<file path="src/rtl/regfile_wb_arbiter.sv">
// Writeback arbiter for the integer register file.
// Two writeback sources (ALU and memory load) compete for the single write
// port. Conflicts are resolved round-robin, and the winner's write is
// registered for one cycle. A pending-write scoreboard is marked at issue
// and cleared at writeback, and it drives the decode-stage hazard flags.
module regfile_wb_arbiter (
   input  logic        clk,
   input  logic        rst,
   input  logic        a_valid,
   input  logic [4:0]  a_addr,
   input  logic [31:0] a_data,
   output logic        a_ready,
   input  logic        m_valid,
   input  logic [4:0]  m_addr,
   input  logic [31:0] m_data,
   output logic        m_ready,
   input  logic        iss_valid,
   input  logic [4:0]  iss_addr,
   input  logic [4:0]  rd_addr_a,
   input  logic [4:0]  rd_addr_b,
   output logic        hazard_a,
   output logic        hazard_b,
   output logic        wr_en,
   output logic [4:0]  wr_addr,
   output logic [31:0] wr_data,
   output logic [31:0] busy
);

   // Round-robin pointer: 1 means memory wins the next conflict.
   logic        r_prio_m;
   logic        r_wr_en;
   logic [4:0]  r_wr_addr;
   logic [31:0] r_wr_data;
   logic [31:0] r_busy;

   logic        w_a_grant;
   logic        w_m_grant;
   logic        w_xfer;
   logic        w_write;
   logic [4:0]  w_xfer_addr;
   logic [31:0] w_xfer_data;
   logic [31:0] w_set;
   logic [31:0] w_clr;
   logic [31:0] w_busy_next;

   // Grant selection: a lone requester wins outright, and a conflict follows the pointer.
   always_comb begin
      // NOTE: every always_comb output gets a default first, so no path can infer a latch.
      w_a_grant = 1'b0;
      w_m_grant = 1'b0;
      if (!rst) begin
         if (a_valid && m_valid) begin
            if (r_prio_m) begin
               w_m_grant = 1'b1;
            end else begin
               w_a_grant = 1'b1;
            end
         end else begin
            w_a_grant = a_valid;
            w_m_grant = m_valid;
         end
      end
   end

   // Mux the granted request onto the write path. Address 0 is consumed but never written.
   always_comb begin
      w_xfer      = w_a_grant | w_m_grant;
      w_xfer_addr = w_m_grant ? m_addr : a_addr;
      w_xfer_data = w_m_grant ? m_data : a_data;
      w_write     = w_xfer && (w_xfer_addr != 5'd0);
   end

   // Scoreboard update masks. The clear is applied before the set, so the set wins on a collision.
   always_comb begin
      w_set = '0;
      w_clr = '0;
      if (iss_valid && (iss_addr != 5'd0)) begin
         w_set[iss_addr] = 1'b1;
      end
      if (w_write) begin
         w_clr[w_xfer_addr] = 1'b1;
      end
      w_busy_next = ((r_busy & ~w_clr) | w_set) & 32'hFFFF_FFFE;
   end

   // Writeback register and round-robin pointer. The pointer moves only on a transfer.
   always_ff @(posedge clk or posedge rst) begin
      // NOTE: sequential state uses non-blocking assignments so all flops sample the same pre-edge values.
      if (rst) begin
         r_prio_m  <= 1'b1;
         r_wr_en   <= 1'b0;
         r_wr_addr <= 5'd0;
         r_wr_data <= 32'd0;
      end else begin
         r_wr_en <= w_write;
         if (w_write) begin
            r_wr_addr <= w_xfer_addr;
            r_wr_data <= w_xfer_data;
         end
         if (w_xfer) begin
            r_prio_m <= w_a_grant;
         end
      end
   end

   // Pending-write scoreboard: set at issue and cleared at writeback.
   always_ff @(posedge clk or posedge rst) begin
      // NOTE: the scoreboard is architecturally visible, so every bit is reset rather than left unknown.
      if (rst) begin
         r_busy <= '0;
      end else begin
         r_busy <= w_busy_next;
      end
   end

   assign a_ready  = w_a_grant;
   assign m_ready  = w_m_grant;
   assign wr_en    = r_wr_en;
   assign wr_addr  = r_wr_addr;
   assign wr_data  = r_wr_data;
   assign busy     = r_busy;
   assign hazard_a = r_busy[rd_addr_a];
   assign hazard_b = r_busy[rd_addr_b];

endmodule

</file>
<file path="config.mk">
export PLATFORM = sky130hd
export DESIGN_NAME = regfile_wb_arbiter
export DESIGN_NICKNAME = d
export VERILOG_FILES = /design/src/rtl/regfile_wb_arbiter.sv
export SDC_FILE = /design/constraint.sdc
export NUM_CORES = 1
export LEC_CHECK = 0
export ABC_AREA = 1
export BUFFER_PORTS_ARGS = -buffer_cell sky130_fd_sc_hd__clkbuf_2
export CAP_MARGIN = 20
export CORE_ASPECT_RATIO = 0.6
export CORE_MARGIN = 5
export CORE_UTILIZATION = 30
export DETAILED_ROUTE_END_ITERATION = 8
export PLACE_DENSITY_LB_ADDON = 0.2
export SETUP_SLACK_MARGIN = 0.2
export SYNTH_ARGS = -nofsm -noshare
export SYNTH_HDL_FRONTEND = slang
export SYNTH_SLANG_ARGS = --single-unit
</file>
<file path="constraint.sdc">
create_clock -name clk -period 2.6 [get_ports clk]
set_clock_uncertainty 0.15 [all_clocks]
set_input_delay 0.26 -clock clk [delete_from_list [all_inputs] [get_ports clk]]
set_output_delay 0.26 -clock clk [all_outputs]
set_load 0.05 [all_outputs]
</file>
==> summary.md, run 1 <==
| Metric | Value |
|---|---|
| PD cells | `approximately 830 mW/mm^2` |
| Max Fclk | `between 0.4 and 0.5 GHz` |
| Met3 WL | `between 900 and 1000 um` |
| R2R depth | `12` |
| Fillers | `1,466` |
| CP startpoint kind | `register` |
| Die Span Y | `102 um` |
| Final net count | `833` |
| Slew margin rel. | `0.365` |
| Max-slew violations | `0` |
| Slew @ Worst Pin | `944 ps` |
| Die ar. | `0.0166 sq mm` |
| Setup crit start | `r_prio_m` |
| Setup TNS | `0 ps` |
| Vias in the first global route | `about 4,200` |
| P&R area growth vs syn | `32.5%` |
| CP Capture Type | `register` |
| Crit path max fanout | `27` |
| R2r endpoint | `busy[16]` |
| Max_cap viols | `0` |
| N_diodes | `0` |
| Post-synthesis sequential area ratio | `0.416` |
| Arrival time worst endpoint | `2330 ps` |
| Fin area | `0.00559 sq mm` |
| Total GRT Usage | `0.170` |
| Largest net degree at the start of global routing | `66` |
| H-tree depth | `3` |
| Clock Tree Root | `clkbuf_16` |
| CP Class | `register to register` |
| Drt first pass iters | `5` |
| Post-CTS Setup Repair Bufs | `0` |
| Multi-input gate area | `0.00217 sq mm` |
| I/O pins | `168` |
| Hold depth | `3` |
| Tmin final | `2270 ps` |
| P_leak | `3.08 nW` |
| Total core area | `approximately 0.014 sq mm` |
| WL/cell | `between 15 and 20 um` |
| Hold path start | `m_data[25]` |
| Yosys Warn Count | `0` |
| Reg area | `~0.0018 sq mm` |
| Max Used Layer | `met4` |
| Via/cell ratio | `4.77` |
| Most common cell after layout, fill and taps aside | `nand2_1` |
| Grt ovf | `0` |
| Clk slew on worst S/H paths | `about 60 ps` |
| Met1 wire length | `approximately 7200 um` |
| Hold Crit Class | `primary input to register` |
| Tcrit/Tclk final | `0.874` |
| Port Buffer Count | `166` |
| Reg-to-reg startpoint | `r_prio_m` |
| Final GP Congestion | `0.844` |
| Status | `finished, final reports clean` |
| DRC violations left | `0` |
| Most frequent cells in the layout | `nand2_1 (202), clkbuf_2 (166), nand3_1 (90), dfrtp_1 (69), nor2_1 (36)` |
| Row count | `33` |
| Drt first-iter violations | `339` |
| Layout Utilization | `0.408` |
| Setup violators final | `0` |
| Syn Inst Count | `572` |
| CTS Buf Count | `9` |
| ANT nets after route | `0` |
| Synth Register Bits | `70` |
| Met2 wire len | `6000 um` |
| Hold Path End | `wr_data[25]` |
| Via count | `around 4,500` |
| Syn_nets | `666` |
| CTS tree | `built` |
| First-pass GRT wire length | `22,500 um` |
| Initial Util | `0.308` |
| Synth Flop Type | `dfrtp_1` |
| Total Routed Length | `roughly 14,000 um` |
| Unrepaired setup endpoints after global routing | `true` |
| Die width | `about 160 um` |
| Worst VDD drop | `approximately 280 uV` |
| CTS sink count | `70` |
| Share of layout cells above drive strength 1 | `0.292` |
| Dpl hpwl | `11,400 um` |
| Share of flip-flops with an asynchronous set or reset | `1.00` |
| Initial antenna violation count | `0` |
| Crit path required time | `2660 ps` |
| Post-synth EDFFs | `0` |
| Clock Tree Buf Depth | `2` |
| Synth cell types | `27` |
| Cell Area, Synth | `0.00422 sq mm` |
| Post-DP Area | `0.00525 sq mm` |
| Syn Area/Cell | `7.37 sq um` |
| Fin. Hold Viols | `0` |
| Clk_lat worst skew | `330 ps` |
| R2R Setup Slk | `330 ps` |
-- worst max path at each step --
| stage | to | slack (ps) | cells after the start |
|---|---|---|---|
| final | busy[16] | 330 | 12 |
| after floorplan | hazard_b | 330 | 6 |
| after global routing | busy[16] | 190 | 12 |
| after CTS | wr_data[1] | 240 | 11 |
| after global placement | wr_data[11] | 370 | 10 |
| after detailed placement | wr_data[1] | 270 | 11 |
-- where the power goes --
part           switching (mW)  internal [mW]  total [mW]
combinational            1.42          0.450        1.87
clock                   0.428          0.785        1.21
sequential              0.247           1.33        1.58
total                    2.10           2.56        4.66
-- routing by layer --
metal,up-vias,global-route usage
met4,0,0.0290
met5,-,0
li1,2205,-
met3,7,0.0423
met1,2092,0.260
met2,147,0.247
-- metrics by stage --
step                power, mW  cells  hold WS (ps)  setup slack, ps
global route             4.90    934          86.9              187
finish                   4.66    934          78.0              327
global placement         3.44    918          47.5              368
detailed placement       3.46    918          53.8              268
CTS                      4.69    933          70.2              240
floorplan                2.90    572           300              331
-- flip-flops by register name, summed over array words and instances, names as in the netlist --
signal	cells
busy	31
r_prio_m	1
wr_addr	5
wr_data	32
wr_en	1
-- layout make-up --
class,instances,share of cell area
Clock buffer,13,0.0466
Clock inverter,1,0.00538
Inverter,37,0.0249
Multi-Input combinational cell,440,0.389
Sequential cell,70,0.314
Tap cell,192,0.0430
Timing Repair Buffer,181,0.178
-- timing repair --
action,CTS,global route
gates resized for setup,0,2
setup endpoints to repair,0,32
endpoints found under the hold margin,5,0
hold buffers,1,0
-- kinds of logic after synthesis --
family,count (synthesis),share of synthesized area
and+or+nand+nor,349,0.356
DFF,70,0.416
buffers and inverters,62,0.0706
AOI/OAI and AO/OA,58,0.0810
muxes,32,0.0759
other,1,0.000889
-- cells in the mapped netlist, types with 2 or more instances --
cell	n	area share
o21ai_1	18	0.021
inv_2	2	0.0018
clkinv_1	4	0.0036
nand3_1	90	0.11
nor2_4	2	0.0053
buf_6	7	0.019
buf_1	3	0.0027
a21oi_1	8	0.0095
buf_2	7	0.0083
nand4_1	5	0.0074
clkbuf_1	7	0.0062
nand2_2	5	0.0074
nand2_1	202	0.18
mux2i_1	32	0.076
inv_1	31	0.028
o211ai_1	4	0.0071
o21ai_2	11	0.023
nor2_1	36	0.032
nand2_4	3	0.0080
dfrtp_1	69	0.41
o21ai_0	17	0.020
nor4_1	3	0.0045
nand3b_1	2	0.0036
-- critical path, stage by stage, from the launching register on --
cell	delay (ps)
dfstp_2	510
inv_1	60
nand2_2	150
nand2_4	170
nand2_1	120
nand2_2	110
nand2_1	150
nor2_4	60
nand2_4	70
buf_4	270
nand3_1	170
nand2_1	100
nand2_1	50
Power figures use the tool's default switching activity.
==> run 2: changes to the inputs <==
CTS_BUF_LIST = sky130_fd_sc_hd__clkbuf_8   (was not set)
==> run 2 against run 1 <==
  * Sequential power about the same
  * Critical path type unchanged
  * Critical endpoint is now wr_data[15]
  * Total power down 7.4%
  * Register-to-register slack about the same
  * Flip-flop and latch count unchanged
  * Largest power group unchanged
  * Count of clock-buffer cells in the layout down 2
  * Core utilization down 0.69 points
==> summary.md, run 2 (same netlist as run 1, synthesis figures left out) <==
| Metric | Value |
|---|---|
| DRC violations left | `0 (unchanged)` |
| R2R Setup Slk | `340 ps (about the same)` |
| Total Routed Length | `14,300 um (about the same)` |
| Row count | `33 (unchanged)` |
| Fillers | `1,481 (+1.0%)` |
| Gate power share | `0.434 (+0.032)` |
| CP startpoint kind | `register` |
| Critical Path Most Common Cell | `nand2_4` |
| ANT nets after route | `0 (unchanged)` |
| Post-DP Area | `0.00525 sq mm (unchanged)` |
| Max_cap viols | `0 (unchanged)` |
| Status | `finished, final reports clean` |
| Clock Tree Root | `clkbuf_8` |
| Die ar. | `0.0166 sq mm (unchanged)` |
| Hold Crit Class | `primary input to register` |
| CTS Buf Count | `9 (unchanged)` |
| Dpl cells | `918 (unchanged)` |
| Tot Pwr | `4.31 mW (-7.4%)` |
| Slew @ Worst Pin | `913 ps (-31.3 ps)` |
| Total GRT Usage | `0.171 (+0.000348)` |
| Clk slew on worst S/H paths | `80 ps (+20 ps)` |
| Dpl hpwl | `11,400 um (unchanged)` |
| R2r endpoint | `wr_data[15]` |
| Switching power | `2.06 mW (-1.8%)` |
| Reg-to-reg startpoint | `r_prio_m` |
| Global Route met3 Usage | `0.0427 (+0.000403)` |
| Fin area | `0.00549 sq mm (-1.7%)` |
| WL/cell | `15.3 um (about the same)` |
| Share of layout cells above drive strength 1 | `0.294 (+0.00135)` |
| Setup crit start | `r_prio_m` |
| Worst setup endpoint | `wr_data[15]` |
| GR Layer Usage met1 | `0.260 (unchanged)` |
| Setup TNS | `0 ps (unchanged)` |
| Grt ovf | `0 (unchanged)` |
| Most Crowded Layer GR | `met1` |
| PD cells | `786 mW/mm^2 (-5.8%)` |
| N_diodes | `0 (unchanged)` |
| Initial antenna violation count | `0 (unchanged)` |
| Largest net degree at the start of global routing | `66 (unchanged)` |
| Worst VDD drop | `204 uV (-26%)` |
| Setup violators final | `0 (unchanged)` |
| GR Util met2 | `0.246 (-0.000955)` |
| Critical path, cell by cell | `inv_1 -> nand2_2 -> nand2_4 -> o21ai_2 -> nand2_4 -> inv_2 -> nand2_4 -> nand2_4 -> clkbuf_16 -> o21ai_0` |
| Most frequent cells in the layout | `nand2_1 (201), clkbuf_2 (166), nand3_1 (90), dfrtp_1 (69), nor2_1 (36)` |
| CP Capture Type | `register` |
| Tmin final | `2260 ps (-8.25 ps)` |
| Hold depth | `3 (unchanged)` |
| Max incr delay on CP | `520 ps (about the same)` |
| Clock network fraction of total power | `0.202 (-0.058)` |
| Via count | `4,461 (+0.22%)` |
| Clock Tree Buf Depth | `2 (unchanged)` |
| Total core area | `0.0137 sq mm (unchanged)` |
| Die width | `163 um (unchanged)` |
| First-pass GRT wire length | `22,500 um (-0.21%)` |
| P&R area growth vs syn | `30.2%` |
| Port Buffer Count | `166 (unchanged)` |
| Slowest-stage cell, CP | `dfstp_2` |
| Drt first-iter violations | `329 (-2.9%)` |
| R2R depth | `10 (-2)` |
| Slew margin rel. | `0.386 (+0.0211)` |
| Initial Util | `0.308 (unchanged)` |
| Crit path required time | `2670 ps (about the same)` |
| Switching share of total power | `0.477 (+0.0274)` |
| Max reg flops | `32 (unchanged)` |
| Post-CTS Setup Repair Bufs | `0 (unchanged)` |
| Tcrit/Tclk final | `0.871 (-0.00317)` |
| Most common cell after layout, fill and taps aside | `nand2_1` |
| Via/cell ratio | `4.78 (+0.22%)` |
| Vias in the first global route | `4,170 (-0.48%)` |
| Internal | `2.25 mW (-12%)` |
| CTS sink count | `70 (unchanged)` |
| Reg power frac | `0.364 (+0.026)` |
| Final GP Congestion | `0.844 (unchanged)` |
| Min Hold Slack | `50.7 ps (-27.4 ps)` |
| Max Fclk | `0.442 GHz (+0.36%)` |
| Final net count | `833 (unchanged)` |
| CTS tree | `built` |
| I/O pins | `168 (unchanged)` |
| Fin. Hold Viols | `0 (unchanged)` |
| Crit path max fanout | `24 (-11%)` |
| P_leak | `3.05 nW (-1.2%)` |
| Arrival time worst endpoint | `2330 ps (about the same)` |
| CP Class | `register to register` |
| Clk_lat worst skew | `350 ps (+20 ps)` |
| Die Span Y | `102 um (unchanged)` |
| H-tree depth | `3 (unchanged)` |
| Max-slew violations | `0 (unchanged)` |
| Drt first pass iters | `5 (unchanged)` |
| Unrepaired setup endpoints after global routing | `true` |
| Finished Layout Cells | `934 (unchanged)` |
==> run 2: layer usage <==
layer  wire [um]  part of all wire  vias up
met5           0                 0        -
met2        6030              0.42      150
li1            -                 -     2208
met3        1080             0.076       10
met4          96            0.0067        0
met1        7080              0.50     2093
==> run 2: worst min-delay path by stage <==
stage	from	to
6_report	m_data[25]	wr_data[25]
3_3_place_gp	rst	wr_en
5_1_grt	m_data[4]	wr_data[4]
2_1_floorplan	iss_addr[3]	busy[20]
3_5_place_dp	rst	wr_data[21]
4_1_cts	m_data[22]	wr_data[22]
==> run 2: final cells by class <==
type / instances / area (sq um) / share of cell area
Clock buffer: 11 / 151 / 0.0276
Clock inverter: 3 / 37.5 / 0.00684
Inverter: 37 / 139 / 0.0253
Multi-Input combinational cell: 440 / 2170 / 0.396
Sequential cell: 70 / 1750 / 0.319
Tap cell: 192 / 240 / 0.0437
Timing Repair Buffer: 181 / 996 / 0.181
==> run 2: worst max-delay path: cells and delay by family (launching register included) <==
family / cells / cell delay (ps)
flip-flops: 1 / 520
AO/OA/AOI/OAI: 2 / 360
AND/OR/NAND/NOR: 5 / 690
buffers and inverters: 3 / 390
==> run 2: what timing repair did <==
| item | CTS | global route |
|---|---|---|
| endpoints found under the hold margin | 52 | 0 |
| resized for setup | 0 | 4 |
| hold buffers | 1 | 0 |
| endpoints found under the setup margin | 0 | 33 |
==> run 2: through the flow <==
| step | worst slack, ps | utilization |
|---|---|---|
| finish | 335 | 0.401 |
| global route | 192 | 0.401 |
| CTS | 230 | 0.398 |
| detailed placement | 268 | 0.383 |
| global placement | 368 | 0.383 |
| floorplan | 331 | - |
==> run 2: power by group through the flow <==
stage / logic [mW] / clock network [mW] / registers [mW]
finish: 1.87 / 0.870 / 1.57
global route: 2.01 / 0.942 / 1.60
CTS: 1.87 / 0.902 / 1.57
detailed placement: 1.87 / 0 / 1.59
global placement: 1.85 / 0 / 1.59
floorplan: 0.567 / 0 / 2.33
